==> src/rtl/capture_ctrl.sv <==
// Capture front end of the logic analyzer: streams probe samples into a circular
// memory, waits for a masked trigger, finishes the post-trigger window, then drains.
module capture_ctrl #(
   parameter int DATA_WIDTH  = 8,
   parameter int ADDR_WIDTH  = 4,
   parameter int MEMORY_SIZE = 16,
   parameter int POST_TRIG   = 4
) (
   input  logic                  clk,
   input  logic                  reset,
   input  logic                  start,
   input  logic                  abort,
   input  logic [DATA_WIDTH-1:0] sample_in,
   input  logic [DATA_WIDTH-1:0] trigger_value,
   input  logic [DATA_WIDTH-1:0] trigger_mask,
   output logic                  wr_en,
   output logic [ADDR_WIDTH-1:0] waddr,
   output logic [DATA_WIDTH-1:0] wdata,
   output logic                  read_enable,
   output logic                  triggered,
   output logic [ADDR_WIDTH-1:0] trig_addr,
   output logic                  done
);

   localparam int CW = ADDR_WIDTH + 1;
   localparam bit PRE_EMPTY = (POST_TRIG == MEMORY_SIZE);
   localparam logic [CW-1:0] PRE_LAST  = CW'(MEMORY_SIZE - POST_TRIG - 1);
   localparam logic [CW-1:0] POST_LAST = CW'(POST_TRIG - 1);
   localparam logic [CW-1:0] RD_LAST   = CW'(MEMORY_SIZE - 1);

   typedef enum logic [2:0] {
      S_IDLE,
      S_PRETRIG,
      S_WAIT_TRIG,
      S_POST,
      S_READOUT,
      S_DONE
   } state_t;

   state_t                  state, state_nxt;
   logic [CW-1:0]           cnt, cnt_nxt;
   logic [ADDR_WIDTH-1:0]   waddr_nxt, trig_addr_nxt;
   logic                    triggered_nxt;
   logic                    match;

   assign match = ((sample_in ^ trigger_value) & trigger_mask) == '0;
   assign wdata = sample_in;

   always_comb begin
      state_nxt     = state;
      cnt_nxt       = cnt;
      trig_addr_nxt = trig_addr;
      triggered_nxt = triggered;
      wr_en         = (state == S_PRETRIG) || (state == S_WAIT_TRIG) || (state == S_POST);
      waddr_nxt     = wr_en ? waddr + 1'b1 : waddr;

      // abort outranks start, trigger and count completion, and pins waddr where it is
      if (abort) begin
         state_nxt     = S_IDLE;
         triggered_nxt = 1'b0;
         waddr_nxt     = waddr;
      end else begin
         case (state)
            S_IDLE, S_DONE: begin
               if (start) begin
                  state_nxt     = PRE_EMPTY ? S_WAIT_TRIG : S_PRETRIG;
                  waddr_nxt     = '0;
                  cnt_nxt       = '0;
                  triggered_nxt = 1'b0;
               end
            end
            S_PRETRIG: begin
               cnt_nxt = cnt + 1'b1;
               if (cnt == PRE_LAST) state_nxt = S_WAIT_TRIG;
            end
            S_WAIT_TRIG: begin
               if (match) begin
                  triggered_nxt = 1'b1;
                  trig_addr_nxt = waddr;
                  if (POST_TRIG == 1) begin
                     state_nxt = S_READOUT;
                     cnt_nxt   = '0;
                  end else begin
                     state_nxt = S_POST;
                     cnt_nxt   = CW'(1);
                  end
               end
            end
            S_POST: begin
               cnt_nxt = cnt + 1'b1;
               if (cnt == POST_LAST) begin
                  state_nxt = S_READOUT;
                  cnt_nxt   = '0;
               end
            end
            S_READOUT: begin
               cnt_nxt = cnt + 1'b1;
               if (cnt == RD_LAST) begin
                  state_nxt = S_DONE;
                  cnt_nxt   = '0;
               end
            end
            default: state_nxt = S_IDLE;
         endcase
      end
   end

   always_ff @(posedge clk or negedge reset) begin
      if (!reset) begin
         state       <= S_IDLE;
         cnt         <= '0;
         waddr       <= '0;
         trig_addr   <= '0;
         triggered   <= 1'b0;
         read_enable <= 1'b0;
         done        <= 1'b0;
      end else begin
         state       <= state_nxt;
         cnt         <= cnt_nxt;
         waddr       <= waddr_nxt;
         trig_addr   <= trig_addr_nxt;
         triggered   <= triggered_nxt;
         read_enable <= (state_nxt == S_READOUT);
         done        <= (state_nxt == S_DONE);
      end
   end

endmodule
==> config.mk <==
export PLATFORM = sky130hd
export DESIGN_NAME = capture_ctrl
export DESIGN_NICKNAME = d
export VERILOG_FILES = /design/src/rtl/capture_ctrl.sv
export SDC_FILE = /design/constraint.sdc
export NUM_CORES = 1
export LEC_CHECK = 0
export ABC_CLOCK_PERIOD_IN_PS = 2700
export CORE_MARGIN = 2
export CORE_UTILIZATION = 47
export DETAILED_ROUTE_END_ITERATION = 8
export PLACE_DENSITY = 0.88
export SYNTH_ARGS = -nofsm -noshare
export SYNTH_HDL_FRONTEND = slang
export SYNTH_SLANG_ARGS = --single-unit
==> constraint.sdc <==
create_clock -name clk -period 2.7 [get_ports clk]
set_input_delay 0.54 -clock clk [delete_from_list [all_inputs] [get_ports clk]]
set_output_delay 0.54 -clock clk [all_outputs]
set_load 0.01 [all_outputs]
[After elaboration in Yosys (flattened, before gate mapping)]
Cells that the tools add are included.
Word-level totals
  memories: 0
  bits in registers: 19
  memory bits (writable): 0
  ROM bits: 0
  bits in latches: 0
  output and inout bits: 20
  logic and storage cells: 55
  input bits: 28
Operators by class
  bitwise gates (word level): 3
  muxes and demuxes: 19
  $mul: 0
  $lt $le $gt $ge: 0
  $add $sub $neg: 2
  div/mod/pow operators: 0
  shifts and indexed selects: 0
  equality and inequality tests: 14
  reductions and logical operators: 10
Operators with widths (number)
  one-hot mux 5 bit (5 select lines): 1
  two-way mux 5 bit: 4
  two-way mux 3 bit: 6
  one-hot mux 3 bit (5 select lines): 1
  equality test 3 bit, second input constant: 4
  two-way mux 4 bit: 3
  equality test 5 x 4 -> 1 bit, second input constant: 2
  AND 8 bit: 1
  zero test 8 bit: 1
  XOR 8 bit: 1
  equality test 3 x 2 -> 1 bit, second input constant: 2
  != test 3 bit, second input constant: 2
  AND reduction 3 bit: 2
  adder 5 x 1 -> 5 bit, second input constant: 1
  equality test 5 x 2 -> 1 bit, second input constant: 1
  nonzero test 5 bit: 1
  adder 4 x 1 -> 4 bit, second input constant: 1
  != test 2 bit, second input constant: 2
  AND reduction 4 bit: 1
  equality test 3 x 1 -> 1 bit, second input constant: 1
  zero test 3 bit: 1
  two-way mux 1 bit: 3
  nonzero test 3 bit: 1
  logical OR 1 bit: 2
  3 further kinds: 3

[Longest topological paths before layout]
  depth in word-level cells: 7
  mapped depth: 9
  gate-level depth less buffers: 9

[Worst setup path after synthesis]
No wires, ideal clock.
  path type: input port to flip-flop
  from: input trigger_value[0]
  to: register cnt[0]
  path buffers: 0
  setup time: 0.125 ns
  required time: 2.575 ns
  setup slack: 0.810 ns
  stages: 5
  data arrival time: 1.765 ns
  cells stage by stage: xor2_1 > a2111oi_4 > nand3_4 > o21ai_4 > mux2_4
On the way
  word-level cells in the longest chain between the ends: 5
Ends and longest elaborated chain
  from (decl): line 14  | input logic [DATA_WIDTH-1:0] trigger_value,
  XOR 8 bit: line 46  | assign match = ((sample_in ^ trigger_value) & trigger_mask) == '0;
  AND 8 bit: line 46
  zero test 8 bit: line 46
  != test 2 bit (no source line)
  AND reduction 4 bit (no source line)
  to (signal assigned): line 119  | cnt <= cnt_nxt;
  to (decl): line 41  | logic [CW-1:0] cnt, cnt_nxt;
Every way passes these cells.
A chain may end at the register's enable or synchronous reset.

[Final worst setup path]
  from: register state[0]
  to: output wr_en
On the way
  word-level cells in the longest chain between the ends: 3
  elaborated cells between the ends (all ways): 5
  classes of those cells: eq/ne: 3; reduce/logical: 2
Ends and longest elaborated chain
  from (decl): line 40  | state_t state, state_nxt;
  from (signal assigned): line 118  | state <= state_nxt;
  equality test 3 x 1 -> 1 bit / equality test 3 x 2 -> 1 bit (equally long branches): line 54  | wr_en = (state == S_PRETRIG) || (state == S_WAIT_TRIG) || (state == S_POST);
  logical OR 1 bit: line 54
  logical OR 1 bit *: line 54
  to (decl): line 16  | output logic wr_en,
Mark *: on every way between the ends. The rest lies on a longest branch, timed or not.

==> results_tabular.tex <==
\begin{tabular}{lr}
\hline
Metric & Value \\
\hline
\multicolumn{2}{l}{\textbf{Run status}} \\
\quad Result of the run & completed \\
\multicolumn{2}{l}{\textbf{Setup path}} \\
\quad Largest fanout of any net on the critical path & 13 \\
\quad CP Data Arrival Time & 1.72 ns \\
\quad Required time of the critical path & 2.16 ns \\
\quad End of the worst register-to-register path & cnt[0] \\
\quad Start of the worst register-to-register path & cnt[0] \\
\quad Cell Chain, Critical Path & nor2\_1 > nor2\_1 > clkdlybuf4s50\_1 \\
\quad Worst setup EP type & output port \\
\quad Cell class contributing the biggest share of worst-path delay & flip-flops \\
\quad Top cell by count, worst path & sky130\_fd\_sc\_hd\_\_nor2\_1 \\
\quad Delay of the slowest critical-path stage & 0.62 ns \\
\quad Worst Reg-to-Reg Cells & 7 \\
\quad Register-to-Register Setup Slack & 0.69 ns \\
\quad Kind of launch point of the worst setup path & flip-flop \\
\quad Worst-path cell with the longest stage delay & sky130\_fd\_sc\_hd\_\_dfrtp\_1 \\
\quad Worst setup path class & reg2out \\
\quad Buffers \& Inverters on Critical Path & 1 \\
\multicolumn{2}{l}{\textbf{GRT}} \\
\quad Vias in the first global route & 1134 \\
\quad First-pass GRT wire length & 5.06 mm \\
\quad Number of antenna violations at the first check in global routing & 0 \\
\quad Overall track demand over capacity in global routing & 20.7\% \\
\quad Maximum number of pins on one net before global-route repair & 20 \\
\quad Global-route congestion overflow total & 0 \\
\multicolumn{2}{l}{\textbf{Detailed routing}} \\
\quad Count of TritonRoute iterations in the first routing pass & 4 \\
\quad Vias per inst & 5.58 \\
\quad Detailed-route DRC error count & 0 \\
\quad Number of DRC violations after detailed-routing iteration 0 & 35 \\
\quad Post-detailed-routing wire length & 2.99 mm \\
\quad Remaining antenna violation count & 0 \\
\quad Routed length per instance & 15.0 µm \\
\quad Routed via count & 1110 \\
\multicolumn{2}{l}{\textbf{Power and ir drop}} \\
\quad Overall power & 0.000829 W \\
\quad Max rail drop VDD & 0.438 mV \\
\quad LEAKAGE & 0.708 nW \\
\quad Power density over the cells & 485 mW/mm² \\
\multicolumn{2}{l}{\textbf{STA}} \\
\quad Peak Freq & 443 MHz \\
\quad Final number of setup-violating endpoints & 0 \\
\quad Portion of the clock cycle consumed by the worst path in the final layout & 83.7\% \\
\quad Crit path time final & 2.26 ns \\
\quad Worst-margin pin slew & 0.877 ns \\
\quad Max-slew violations & 0 \\
\quad Relative max-transition margin & 41.4\% \\
\quad Final sum of negative setup slack & 0 ns \\
\quad Worst clock skew on the final layout & 0.00176 ns \\
\quad Hold Fails Final Rpt & 0 \\
\quad Setup repair after global routing missed its margin & no \\
\multicolumn{2}{l}{\textbf{CTS}} \\
\quad Clock net sink count & 19 \\
\quad Clock slew at the register clock pins of the worst setup and hold paths & 0.11 ns \\
\quad Deepest clock path buffer count & 2 \\
\quad Clk Latency, worst-skew pair & 0.31 ns \\
\quad Root Buffer & sky130\_fd\_sc\_hd\_\_clkbuf\_4 \\
\quad Cts bufs inserted & 3 \\
\quad TritonCTS clock tree & done \\
\quad Number of hold buffers added after cts & 0 \\
\quad Maximum level of the CTS H-tree & 1 \\
\quad Setup fix buffers added after clock tree synthesis & 0 \\
\quad \# resized after CTS & 0 \\
\multicolumn{2}{l}{\textbf{Logic synthesis}} \\
\quad Synth Net Count & 161 \\
\quad Mapped Area & 0.00125 mm² \\
\quad Total number of yosys warnings & 0 \\
\quad Mapped Avg Cell Area & 9.68 µm² \\
\quad Synth cell types & 38 \\
\quad Synth top area cells & sky130\_fd\_sc\_hd\_\_dfrtp\_1 38\%, sky130\_fd\_sc\_hd\_\_xor2\_1 7.0\%, sky130\_fd\_sc\_hd\_\_buf\_4 4.8\% \\
\quad Yosys top cell by area & sky130\_fd\_sc\_hd\_\_dfrtp\_1 \\
\quad Synth Register Bits & 19 \\
\quad Instance count of the mapped netlist & 129 \\
\quad Fraction of the yosys area taken by sequential cells & 38.1\% \\
\quad Share of the synthesized area in the top cell type & 38.1\% \\
\multicolumn{2}{l}{\textbf{Flow run}} \\
\quad Count of maximum capacitance violations & 0 \\
\multicolumn{2}{l}{\textbf{Final layout}} \\
\quad Share of final-layout standard cells stronger than drive strength 1 & 7.69\% \\
\quad Filler cell count in the final layout & 202 \\
\quad Final net count & 202 \\
\quad Layout overhead on the synthesized area & 36.9\% \\
\quad Number of inserted diodes & 0 \\
\multicolumn{2}{l}{\textbf{Placement}} \\
\quad Gpl congestion & 0.858 \\
\quad Post-DP HPWL & 2.35 mm \\
\quad Number of port buffers & 47 \\
\multicolumn{2}{l}{\textbf{Floorplanning}} \\
\quad Die Area & 0.00309 mm² \\
\quad \# IOs & 48 \\
\quad Starting density of the core & 49.9\% \\
\quad Floorplan row count & 18 \\
\quad Chip width & 55.5 µm \\
\quad Core outline area & 0.00250 mm² \\
\quad Die Span Y & 55.5 µm \\
\multicolumn{2}{l}{\textbf{Hold path}} \\
\quad Startpoint of the lowest-slack hold path & trig\_addr[2] \\
\quad Hold path depth & 1 \\
\quad Worst hold path class & reg2reg \\
\quad End of the worst hold path & trig\_addr[2] \\
\hline
\end{tabular}
-- registers in the layout (all words and copies together) (netlist names) --
signal / cells
done: 1
state: 3
trig_addr: 4
cnt: 5
waddr: 4
triggered: 1
read_enable: 1
-- how the worst max path moves through the flow --
stage	start	to	slack (ns)	cells past startpoint
2_1_floorplan	trigger_value[0]	cnt[0]	0.81	5
3_3_place_gp	sample_in[0]	cnt[0]	0.33	6
3_5_place_dp	sample_in[0]	cnt[0]	0.28	6
4_1_cts	state[0]	wr_en	0.44	3
5_1_grt	state[0]	wr_en	0.36	3
6_report	state[0]	wr_en	0.44	3
-- placed cells by master (no fill, tap or decap), types with 2 or more instances in the layout --
cell type / count
sky130_fd_sc_hd__nor2b_1: 3
sky130_fd_sc_hd__nand2b_1: 2
sky130_fd_sc_hd__nand3_1: 2
sky130_fd_sc_hd__a22oi_1: 3
sky130_fd_sc_hd__nor3b_1: 3
sky130_fd_sc_hd__dfrtp_1: 19
sky130_fd_sc_hd__xor2_1: 10
sky130_fd_sc_hd__nor2_1: 16
sky130_fd_sc_hd__inv_1: 6
sky130_fd_sc_hd__a21oi_1: 5
sky130_fd_sc_hd__nand4b_1: 2
sky130_fd_sc_hd__nand2_1: 10
sky130_fd_sc_hd__mux2_2: 4
sky130_fd_sc_hd__a31oi_1: 3
sky130_fd_sc_hd__clkdlybuf4s50_1: 47
sky130_fd_sc_hd__o22ai_1: 4
sky130_fd_sc_hd__nand3b_1: 2
sky130_fd_sc_hd__o21ai_0: 2
sky130_fd_sc_hd__mux2i_1: 2
sky130_fd_sc_hd__ha_1: 4
sky130_fd_sc_hd__clkbuf_4: 3
-- logic make-up (layout without fill, tap and decap cells) --
kind of cell / after synthesis / after routing / share of synthesized area (%)
mux: 7 / 7 / 6.41
simple gates: 48 / 48 / 21.5
xor+xnor: 11 / 11 / 7.72
compound gates: 23 / 23 / 14.5
flops: 19 / 19 / 38.1
fa+ha+maj: 4 / 4 / 4.01
buf+inv: 17 / 57 / 7.72
-- final cells by class --
cell class	count	area, µm²	area share, %
Multi-Input combinational cell	93	677	39.6
Sequential cell	19	475	27.8
Timing Repair Buffer	47	470	27.5
Tap cell	30	37.5	2.20
Clock buffer	4	26.3	1.54
Inverter	6	22.5	1.32
-- stage by stage --
stage	hold slack, ns	utilization, %	setup WS, ns	cell area [µm²]	cells
floorplan	0.244	-	0.810	1250	129
global route	0.555	68.4	0.362	1710	199
CTS	0.520	68.4	0.441	1710	199
global placement	0.496	67.3	0.330	1680	195
detailed placement	0.496	67.3	0.275	1680	195
finish	0.519	68.4	0.440	1710	199
-- report_power, final --
part | switching (W) | internal (W)
combinational | 0.000127 | 0.000152
sequential | 0.0000696 | 0.000328
clock | 0.0000953 | 0.0000578
total | 0.000292 | 0.000537
-- cells in the mapped netlist, drive strengths merged --
| master | n |
|---|---|
| nand2b | 2 |
| mux2i | 2 |
| xor2 | 10 |
| a21oi | 5 |
| nand2 | 10 |
| o32a | 1 |
| nor2 | 17 |
| ha | 4 |
| dfrtp | 19 |
| nand3b | 2 |
| nor3b | 3 |
| a211o | 1 |
| a31oi | 3 |
| inv | 6 |
| nand4b | 2 |
| a22oi | 3 |
| nor3 | 2 |
| nand4 | 1 |
| nor2b | 3 |
| or4b | 1 |
| xnor2 | 1 |
| nor4b | 1 |
| and2 | 1 |
| a2bb2oi | 1 |
| o221ai | 1 |
| clkbuf | 1 |
| o22ai | 4 |
| buf | 10 |
| a2111oi | 1 |
| nand3 | 3 |
| mux2 | 5 |
| o21ai | 3 |
-- metal layers --
layer / global-route usage (%) / up-vias / wire length (µm)
met3: 3.98 / 5 / 150
met2: 38.6 / 38 / 1630
met4: 6.27 / 0 / 44
li1: - / 528 / -
met5: 0 / - / 0
met1: 23.5 / 539 / 1160
Power figures use the tool's default switching activity.
